`config.mk`:
```
export PLATFORM = sky130hd
export DESIGN_NAME = alt_mem_ddrx_itf_cmd_buffer_flat
export DESIGN_NICKNAME = d
export VERILOG_FILES = /design/src/rtl/alt_mem_ddrx_itf_cmd_buffer_if.sv /design/src/rtl/alt_mem_ddrx_itf_cmd_buffer.sv /design/src/flat_wrapper.sv
export SDC_FILE = /design/constraint.sdc
export NUM_CORES = 1
export LEC_CHECK = 0
export ABC_CLOCK_PERIOD_IN_PS = 4310
export BUFFER_PORTS_ARGS = -buffer_cell sky130_fd_sc_hd__buf_4
export CELL_PAD_IN_SITES_DETAIL_PLACEMENT = 1
export CELL_PAD_IN_SITES_GLOBAL_PLACEMENT = 1
export CORE_MARGIN = 2
export CORE_UTILIZATION = 47
export DETAILED_ROUTE_END_ITERATION = 16
export PLACE_DENSITY = 0.71
export SLEW_MARGIN = 20
export SYNTH_ARGS = -nofsm -noshare
export SYNTH_HDL_FRONTEND = slang
export SYNTH_SLANG_ARGS = --single-unit
```
`constraint.sdc`:
```
create_clock -name ctl_clk -period 4.31 [get_ports ctl_clk]
set_clock_uncertainty 0.05 [all_clocks]
set_input_delay 0.431 -clock ctl_clk [delete_from_list [all_inputs] [get_ports ctl_clk]]
set_output_delay 0.431 -clock ctl_clk [all_outputs]
set_load 0.02 [all_outputs]
```
`src/rtl/alt_mem_ddrx_itf_cmd_buffer_if.sv`:
```
// Bundle of the upstream command/write-data ports and the downstream buffered ports.
// The slave side is the buffer; the master side is whatever drives it.
interface alt_mem_ddrx_itf_cmd_buffer_if #(
    parameter int AVL_ADDR_WIDTH = 25,
    parameter int AVL_SIZE_WIDTH = 3,
    parameter int AVL_DATA_WIDTH = 32
);
    logic                          itf_cmd_valid;
    logic                          itf_cmd_ready;
    logic                          itf_cmd;
    logic [AVL_ADDR_WIDTH-1:0]     itf_cmd_address;
    logic [AVL_SIZE_WIDTH-1:0]     itf_cmd_burstlen;
    logic                          itf_wr_data_valid;
    logic                          itf_wr_data_ready;
    logic [AVL_DATA_WIDTH-1:0]     itf_wr_data;
    logic [AVL_DATA_WIDTH/8-1:0]   itf_wr_data_byte_en;

    logic                          buf_cmd_valid;
    logic                          buf_cmd_ready;
    logic                          buf_cmd_write;
    logic [AVL_ADDR_WIDTH-1:0]     buf_cmd_address;
    logic [AVL_SIZE_WIDTH-1:0]     buf_cmd_burstlen;
    logic                          buf_wr_data_valid;
    logic                          buf_wr_data_ready;
    logic [AVL_DATA_WIDTH-1:0]     buf_wr_data;
    logic [AVL_DATA_WIDTH/8-1:0]   buf_wr_data_byte_en;
    logic                          buf_wr_data_begin;
    logic                          buf_wr_data_last;

    modport master (
        output itf_cmd_valid, itf_cmd, itf_cmd_address, itf_cmd_burstlen,
        output itf_wr_data_valid, itf_wr_data, itf_wr_data_byte_en,
        output buf_cmd_ready, buf_wr_data_ready,
        input  itf_cmd_ready, itf_wr_data_ready,
        input  buf_cmd_valid, buf_cmd_write, buf_cmd_address, buf_cmd_burstlen,
        input  buf_wr_data_valid, buf_wr_data, buf_wr_data_byte_en,
        input  buf_wr_data_begin, buf_wr_data_last
    );

    modport slave (
        input  itf_cmd_valid, itf_cmd, itf_cmd_address, itf_cmd_burstlen,
        input  itf_wr_data_valid, itf_wr_data, itf_wr_data_byte_en,
        input  buf_cmd_ready, buf_wr_data_ready,
        output itf_cmd_ready, itf_wr_data_ready,
        output buf_cmd_valid, buf_cmd_write, buf_cmd_address, buf_cmd_burstlen,
        output buf_wr_data_valid, buf_wr_data, buf_wr_data_byte_en,
        output buf_wr_data_begin, buf_wr_data_last
    );
endinterface

```
`src/rtl/alt_mem_ddrx_itf_cmd_buffer.sv`:
```
// Command / write-data buffer: independent command and data FIFOs plus a write-length
// queue that frames the data stream into bursts with begin/last markers.

module alt_mem_ddrx_itf_cmd_buffer_fifo #(
    parameter int WIDTH = 8,
    parameter int DEPTH = 4
) (
    input  logic             clk,
    input  logic             rst,
    input  logic             push,
    input  logic             pop,
    input  logic [WIDTH-1:0] wdata,
    output logic [WIDTH-1:0] rdata,
    output logic             full,
    output logic             empty
);
    localparam int AW = $clog2(DEPTH);

    logic [AW:0]      wr_ptr_reg, wr_ptr_next;
    logic [AW:0]      rd_ptr_reg, rd_ptr_next;
    logic [WIDTH-1:0] mem [DEPTH];
    logic             do_push, do_pop;

    // Extra wrap bit distinguishes full from empty when the index bits match.
    assign empty = (wr_ptr_reg == rd_ptr_reg);
    assign full  = (wr_ptr_reg[AW] != rd_ptr_reg[AW]) &&
                   (wr_ptr_reg[AW-1:0] == rd_ptr_reg[AW-1:0]);

    assign do_push = push && !full;
    assign do_pop  = pop && !empty;

    always_comb begin
        wr_ptr_next = wr_ptr_reg;
        rd_ptr_next = rd_ptr_reg;
        if (do_push) wr_ptr_next = wr_ptr_reg + (AW+1)'(1);
        if (do_pop)  rd_ptr_next = rd_ptr_reg + (AW+1)'(1);
    end

    always_ff @(posedge clk or posedge rst) begin
        if (rst) begin
            wr_ptr_reg <= '0;
            rd_ptr_reg <= '0;
        end else begin
            wr_ptr_reg <= wr_ptr_next;
            rd_ptr_reg <= rd_ptr_next;
        end
    end

    always_ff @(posedge clk) begin
        if (do_push) mem[wr_ptr_reg[AW-1:0]] <= wdata;
    end

    // Head entry falls through; a pushed entry is only visible the cycle after.
    assign rdata = mem[rd_ptr_reg[AW-1:0]];
endmodule

module alt_mem_ddrx_itf_cmd_buffer #(
    parameter int AVL_ADDR_WIDTH  = 25,
    parameter int AVL_SIZE_WIDTH  = 3,
    parameter int AVL_DATA_WIDTH  = 32,
    parameter int CMD_FIFO_DEPTH  = 4,
    parameter int DATA_FIFO_DEPTH = 8
) (
    input  logic                         ctl_clk,
    input  logic                         ctl_reset,
    alt_mem_ddrx_itf_cmd_buffer_if.slave bus
);
    localparam int BE_WIDTH = AVL_DATA_WIDTH / 8;
    localparam int CMD_W    = 1 + AVL_ADDR_WIDTH + AVL_SIZE_WIDTH;
    localparam int DATA_W   = AVL_DATA_WIDTH + BE_WIDTH;

    logic                      cmd_full, cmd_empty, cmd_push, cmd_pop;
    logic [CMD_W-1:0]          cmd_head;
    logic                      data_full, data_empty, data_push, data_pop;
    logic [DATA_W-1:0]         data_head;
    logic                      wlen_full, wlen_empty, wlen_push, wlen_pop;
    logic [AVL_SIZE_WIDTH-1:0] wlen_head;
    logic [AVL_SIZE_WIDTH-1:0] last_idx;
    logic [AVL_SIZE_WIDTH-1:0] beat_cnt_reg, beat_cnt_next;
    logic                      wr_valid, beat_last;

    // Ready depends only on FIFO pointer state, so a pop never frees a slot same-cycle.
    assign bus.itf_cmd_ready     = !cmd_full && !wlen_full;
    assign bus.itf_wr_data_ready = !data_full;

    assign cmd_push  = bus.itf_cmd_valid && bus.itf_cmd_ready;
    assign wlen_push = cmd_push && bus.itf_cmd;
    assign data_push = bus.itf_wr_data_valid && bus.itf_wr_data_ready;

    assign cmd_pop   = bus.buf_cmd_valid && bus.buf_cmd_ready;
    assign data_pop  = wr_valid && bus.buf_wr_data_ready;
    assign wlen_pop  = data_pop && beat_last;

    alt_mem_ddrx_itf_cmd_buffer_fifo #(.WIDTH(CMD_W), .DEPTH(CMD_FIFO_DEPTH)) cmd_fifo (
        .clk   (ctl_clk),
        .rst   (ctl_reset),
        .push  (cmd_push),
        .pop   (cmd_pop),
        .wdata ({bus.itf_cmd, bus.itf_cmd_address, bus.itf_cmd_burstlen}),
        .rdata (cmd_head),
        .full  (cmd_full),
        .empty (cmd_empty)
    );

    alt_mem_ddrx_itf_cmd_buffer_fifo #(.WIDTH(DATA_W), .DEPTH(DATA_FIFO_DEPTH)) data_fifo (
        .clk   (ctl_clk),
        .rst   (ctl_reset),
        .push  (data_push),
        .pop   (data_pop),
        .wdata ({bus.itf_wr_data, bus.itf_wr_data_byte_en}),
        .rdata (data_head),
        .full  (data_full),
        .empty (data_empty)
    );

    alt_mem_ddrx_itf_cmd_buffer_fifo #(.WIDTH(AVL_SIZE_WIDTH), .DEPTH(CMD_FIFO_DEPTH)) wlen_fifo (
        .clk   (ctl_clk),
        .rst   (ctl_reset),
        .push  (wlen_push),
        .pop   (wlen_pop),
        .wdata (bus.itf_cmd_burstlen),
        .rdata (wlen_head),
        .full  (wlen_full),
        .empty (wlen_empty)
    );

    assign bus.buf_cmd_valid = !cmd_empty;
    assign {bus.buf_cmd_write, bus.buf_cmd_address, bus.buf_cmd_burstlen} = cmd_head;

    // Beats are only released once a write length is known to frame them.
    assign wr_valid                = !data_empty && !wlen_empty;
    assign bus.buf_wr_data_valid   = wr_valid;
    assign {bus.buf_wr_data, bus.buf_wr_data_byte_en} = data_head;

    // A zero burst length is treated as a single beat.
    assign last_idx  = (wlen_head == '0) ? '0 : wlen_head - AVL_SIZE_WIDTH'(1);
    assign beat_last = (beat_cnt_reg == last_idx);

    assign bus.buf_wr_data_begin = wr_valid && (beat_cnt_reg == '0);
    assign bus.buf_wr_data_last  = wr_valid && beat_last;

    always_comb begin
        beat_cnt_next = beat_cnt_reg;
        if (data_pop) begin
            if (beat_last) beat_cnt_next = '0;
            else           beat_cnt_next = beat_cnt_reg + AVL_SIZE_WIDTH'(1);
        end
    end

    always_ff @(posedge ctl_clk or posedge ctl_reset) begin
        if (ctl_reset) beat_cnt_reg <= '0;
        else           beat_cnt_reg <= beat_cnt_next;
    end
endmodule

```
`src/flat_wrapper.sv`:
```
// flat-port wrapper written by rule: the top's interface ports become plain ports
module alt_mem_ddrx_itf_cmd_buffer_flat 
#(
    parameter int AVL_ADDR_WIDTH  = 25,
    parameter int AVL_SIZE_WIDTH  = 3,
    parameter int AVL_DATA_WIDTH  = 32,
    parameter int CMD_FIFO_DEPTH  = 4,
    parameter int DATA_FIFO_DEPTH = 8
)
  (ctl_clk, ctl_reset, bus_itf_cmd_valid, bus_itf_cmd, bus_itf_cmd_address, bus_itf_cmd_burstlen, bus_itf_wr_data_valid, bus_itf_wr_data, bus_itf_wr_data_byte_en, bus_buf_cmd_ready, bus_buf_wr_data_ready, bus_itf_cmd_ready, bus_itf_wr_data_ready, bus_buf_cmd_valid, bus_buf_cmd_write, bus_buf_cmd_address, bus_buf_cmd_burstlen, bus_buf_wr_data_valid, bus_buf_wr_data, bus_buf_wr_data_byte_en, bus_buf_wr_data_begin, bus_buf_wr_data_last);
  alt_mem_ddrx_itf_cmd_buffer_if #(.AVL_ADDR_WIDTH(AVL_ADDR_WIDTH), .AVL_SIZE_WIDTH(AVL_SIZE_WIDTH), .AVL_DATA_WIDTH(AVL_DATA_WIDTH)) bus_i ();
  input  logic ctl_clk;
  input  logic ctl_reset;
  input wire logic [$bits(bus_i.itf_cmd_valid)-1:0] bus_itf_cmd_valid;
  input wire logic [$bits(bus_i.itf_cmd)-1:0] bus_itf_cmd;
  input wire logic [$bits(bus_i.itf_cmd_address)-1:0] bus_itf_cmd_address;
  input wire logic [$bits(bus_i.itf_cmd_burstlen)-1:0] bus_itf_cmd_burstlen;
  input wire logic [$bits(bus_i.itf_wr_data_valid)-1:0] bus_itf_wr_data_valid;
  input wire logic [$bits(bus_i.itf_wr_data)-1:0] bus_itf_wr_data;
  input wire logic [$bits(bus_i.itf_wr_data_byte_en)-1:0] bus_itf_wr_data_byte_en;
  input wire logic [$bits(bus_i.buf_cmd_ready)-1:0] bus_buf_cmd_ready;
  input wire logic [$bits(bus_i.buf_wr_data_ready)-1:0] bus_buf_wr_data_ready;
  output wire logic [$bits(bus_i.itf_cmd_ready)-1:0] bus_itf_cmd_ready;
  output wire logic [$bits(bus_i.itf_wr_data_ready)-1:0] bus_itf_wr_data_ready;
  output wire logic [$bits(bus_i.buf_cmd_valid)-1:0] bus_buf_cmd_valid;
  output wire logic [$bits(bus_i.buf_cmd_write)-1:0] bus_buf_cmd_write;
  output wire logic [$bits(bus_i.buf_cmd_address)-1:0] bus_buf_cmd_address;
  output wire logic [$bits(bus_i.buf_cmd_burstlen)-1:0] bus_buf_cmd_burstlen;
  output wire logic [$bits(bus_i.buf_wr_data_valid)-1:0] bus_buf_wr_data_valid;
  output wire logic [$bits(bus_i.buf_wr_data)-1:0] bus_buf_wr_data;
  output wire logic [$bits(bus_i.buf_wr_data_byte_en)-1:0] bus_buf_wr_data_byte_en;
  output wire logic [$bits(bus_i.buf_wr_data_begin)-1:0] bus_buf_wr_data_begin;
  output wire logic [$bits(bus_i.buf_wr_data_last)-1:0] bus_buf_wr_data_last;
  assign bus_i.itf_cmd_valid = bus_itf_cmd_valid;
  assign bus_i.itf_cmd = bus_itf_cmd;
  assign bus_i.itf_cmd_address = bus_itf_cmd_address;
  assign bus_i.itf_cmd_burstlen = bus_itf_cmd_burstlen;
  assign bus_i.itf_wr_data_valid = bus_itf_wr_data_valid;
  assign bus_i.itf_wr_data = bus_itf_wr_data;
  assign bus_i.itf_wr_data_byte_en = bus_itf_wr_data_byte_en;
  assign bus_i.buf_cmd_ready = bus_buf_cmd_ready;
  assign bus_i.buf_wr_data_ready = bus_buf_wr_data_ready;
  assign bus_itf_cmd_ready = bus_i.itf_cmd_ready;
  assign bus_itf_wr_data_ready = bus_i.itf_wr_data_ready;
  assign bus_buf_cmd_valid = bus_i.buf_cmd_valid;
  assign bus_buf_cmd_write = bus_i.buf_cmd_write;
  assign bus_buf_cmd_address = bus_i.buf_cmd_address;
  assign bus_buf_cmd_burstlen = bus_i.buf_cmd_burstlen;
  assign bus_buf_wr_data_valid = bus_i.buf_wr_data_valid;
  assign bus_buf_wr_data = bus_i.buf_wr_data;
  assign bus_buf_wr_data_byte_en = bus_i.buf_wr_data_byte_en;
  assign bus_buf_wr_data_begin = bus_i.buf_wr_data_begin;
  assign bus_buf_wr_data_last = bus_i.buf_wr_data_last;
  alt_mem_ddrx_itf_cmd_buffer #(.AVL_ADDR_WIDTH(AVL_ADDR_WIDTH), .AVL_SIZE_WIDTH(AVL_SIZE_WIDTH), .AVL_DATA_WIDTH(AVL_DATA_WIDTH), .CMD_FIFO_DEPTH(CMD_FIFO_DEPTH), .DATA_FIFO_DEPTH(DATA_FIFO_DEPTH)) u_core (.ctl_clk(ctl_clk), .ctl_reset(ctl_reset), .bus(bus_i));
endmodule
```
==> summary.txt <==
Cells and area
  • Ant. Diodes: 0
  • Multi-input logic area: about 3700 um^2
  • Register area: roughly 13,000 um^2
  • Area growth syn-to-layout: 19.0%
  • FILL cells: 3,045
  • Max reg flops: 288
  • Layout cells sized above 1: 0.407
  • Nets@finish: 1,004
  • Final instance area: 20,100 um^2

Setup path
  • FF-to-FF End: u_core.data_fifo.mem[0][23]$_DFFE_PP_
  • Critical R2R Launch: u_core.data_fifo.wr_ptr_reg[1]$_DFFE_PP0P_
  • R2R cell count: 6
  • Max stage delay on crit path: 0.62 ns
  • Critical path buffers and inverters: 1
  • R2R Setup Slk: 1.46 ns
  • Critical Path RT: 3.83 ns
  • Slowest CP cell: mux4_2
  • CP endpoint kind: primary output
  • Crit path launch type: flop
  • Cell Chain, Critical Path: mux4_2 > or2_4 > ha_1 > xnor2_1 > o21ai_2 > nor3_1 > buf_4
  • Worst Path Max Fanout: 6
  • Worst Path Arrival: 2.88 ns
  • CP top delay family: multiplexers
  • Critical path class: flop to primary output

STA
  • RSZ-0062 raised after global routing: false
  • Max-slew headroom: 0.355
  • Final min period: 3.36 ns
  • Slew @ Worst Pin: 0.965 ns
  • Hold Fails Final Rpt: 0
  • Fmax: 297 MHz
  • Fin crit share: 0.780
  • Final TNS setup: 0 ns
  • Final Max Slew Viols: 0
  • Final setup violation count: 0

Floorplan
  • I/O pin count: 142
  • Rows: slightly below 70
  • Initial core utilization: 0.475
  • Die height: 193 um
  • Die area: 37,400 um^2
  • Core area: 35,500 um^2
  • Die width: 193 um

Synthesis
  • Commonest cells in the netlist: edfxtp_1 (416), mux4_2 (103), mux2_2 (40), dfrtp_1 (23), clkbuf_1 (17)
  • Xor and xnor fraction of the mapped netlist area: 0.0125
  • Synth cell types: 38
  • Adder-cell share of the synthesized area: 0.0119
  • Sequential fraction of the synthesis area: 0.775
  • Synth async-reset ratio: 0.0524
  • Primary FF master, synth: edfxtp_1
  • Synth top area cells: edfxtp_1 (74%), mux4_2 (14%), dfrtp_1 (3.4%), mux2_2 (2.7%), ha_1 (1.2%)
  • Post-synth EDFFs: 416
  • Synthesized flop and latch total: 439
  • Syn Inst Count: 735
  • Mapped Area: approximately 17,000 um^2
  • Yosys warnings: 0
  • Simple-Gate Fraction of Synth Area: 0.0174
  • Post-synthesis compound-gate area fraction: 0.00579
  • Most common cell in the synthesized netlist: edfxtp_1
  • Cell taking the most area after synthesis: edfxtp_1
  • Syn avg cell area: 22.9 um^2
  • Area share of the largest cell type after synthesis: 0.741
  • Largest family of logic cells by synthesized area: multiplexers
  • Multiplexer area fraction after synthesis: 0.167
  • Post-Syn Nets: 822

Clock network
  • CTS sink cnt: between 400 and 500
  • Worst-path clk slew: 0.06 ns
  • CTS tree: yes
  • Hold_buf cts: 0
  • CTS max path bufs: 3
  • CTS-repair resized insts: 0
  • Worst-skew pair later-pin latency: 0.55 ns
  • H-tree levels: 2
  • Postcts setup bufs: 0
  • Num CTS Buffers: 45
  • Root Driver: clkbuf_16

Power
  • PwrDens: 738 nW/um^2
  • Worst VDD drop: 447 uV
  • Leak Pwr: 6.81 nW

Global route
  • Largest net degree at the start of global routing: 76
  • Antenna violations before repair: 1
  • Global-route wire length before repair: 51,300 um
  • GRT Util Overall: 0.180
  • Grt total ovfl: 0
  • Vias in the first global route: 8,294

Worst hold path
  • Hold Crit Start: bus_itf_cmd_address[7]
  • Hold depth: 1
  • Hold Crit Class: primary input to flop
  • Hold EP: u_core.cmd_fifo.mem[1][10]$_DFFE_PP_

Place
  • Placer congestion estimate: 0.696
  • Hpwl dp: about 20,000 um
  • Port bufs: between 100 and 150
  • Area of placed instances: 18,600 um^2

Drt
  • 1st-iter DRT viols: 486
  • Via count: just under 8,000
  • DRT antenna net count: 0
  • DRT Pass-1 Iters: 4
  • DRT Wirelength: 33,100 um
  • Wire per inst: 23.4 um
  • Drt drc: 0
  • Via/cell ratio: ~5.4

Flow run
  • Maxcap violations: 0

Run status
  • Status: complete, no violations
-- how the worst max path moves through the flow --
| stage | from | to | slack, ns | cells after the start |
|---|---|---|---|---|
| global placement | u_core.data_fifo.wr_ptr_reg[1]$_DFFE_PP0P_ | u_core.data_fifo.mem[0][19]$_DFFE_PP_ | 1.49 | 6 |
| detailed placement | u_core.data_fifo.wr_ptr_reg[1]$_DFFE_PP0P_ | u_core.data_fifo.mem[0][22]$_DFFE_PP_ | 1.45 | 6 |
| floorplan | u_core.data_fifo.wr_ptr_reg[2]$_DFFE_PP0P_ | u_core.data_fifo.mem[1][0]$_DFFE_PP_ | 0.19 | 5 |
| CTS | u_core.wlen_fifo.rd_ptr_reg[0]$_DFFE_PP0P_ | bus_buf_wr_data_last | 0.90 | 7 |
| global route | u_core.wlen_fifo.rd_ptr_reg[0]$_DFFE_PP0P_ | bus_buf_wr_data_last | 0.75 | 7 |
| finish | u_core.wlen_fifo.rd_ptr_reg[0]$_DFFE_PP0P_ | bus_buf_wr_data_last | 0.95 | 7 |
-- worst register-to-register path: cells and delay by family, from the launching register on --
family,cells,cell delay [ns]
buf+inv,1,0.31
simple gates,4,1.47
xor+xnor,1,0.20
flops,1,0.49
-- layer usage --
| metal | GRT usage | share of wire |
|---|---|---|
| met1 | 0.254 | 0.44 |
| met5 | 0 | 0.00042 |
| met2 | 0.290 | 0.50 |
| met4 | 0.0444 | 0.018 |
| met3 | 0.0373 | 0.049 |
-- layout make-up --
type | count | area share
multi-input cells | 253 | 0.183
clock inverters | 27 | 0.0116
inverters | 12 | 0.00224
well taps | 461 | 0.0287
repair buffers | 166 | 0.0645
clock buffers | 55 | 0.0580
flip-flops and latches | 439 | 0.652
-- per-stage QoR --
step | power (mW) | worst slack [ns] | hold WS, ns | instances | util
2_1_floorplan | 9.36 | 0.186 | 0.383 | 735 | -
3_3_place_gp | 11.2 | 1.49 | 0.426 | 1329 | 0.525
3_5_place_dp | 11.3 | 1.45 | 0.429 | 1329 | 0.525
4_1_cts | 15.0 | 0.903 | 0.000968 | 1411 | 0.565
5_1_grt | 15.5 | 0.755 | 0.0134 | 1413 | 0.566
6_report | 14.8 | 0.947 | 0.0312 | 1413 | 0.566
-- power breakdown --
group | switching, mW | leakage [nW] | total (mW) | internal, mW
clock | 1.53 | 0.678 | 3.69 | 2.16
sequential | 0.319 | 4.06 | 5.88 | 5.56
combinational | 2.86 | 2.08 | 5.24 | 2.38
-- layout by cell type (no fill, tap or decap), types with 5 or more instances in the layout --
master     instances
dfrtp_1           19
nand3_1            6
mux4_2           103
clkinv_2           7
xnor2_1           11
mux2_2            40
ha_1              16
edfxtp_1         416
nor2_4             6
xor2_1            13
nor2_1             5
clkbuf_16         45
o21ai_0            5
nand2_1           13
buf_4            162
inv_1             11
clkbuf_1          10
clkinv_1          13
-- cells by family after synthesis --
group                      after synthesis
AOI/OAI and AO/OA                       13
xor gates and xnor gates                24
adders and majority gates               16
buffers and inverters                   43
DFF                                    439
muxes                                  146
and+or+nand+nor                         54
(Power assumes the default switching activity.)
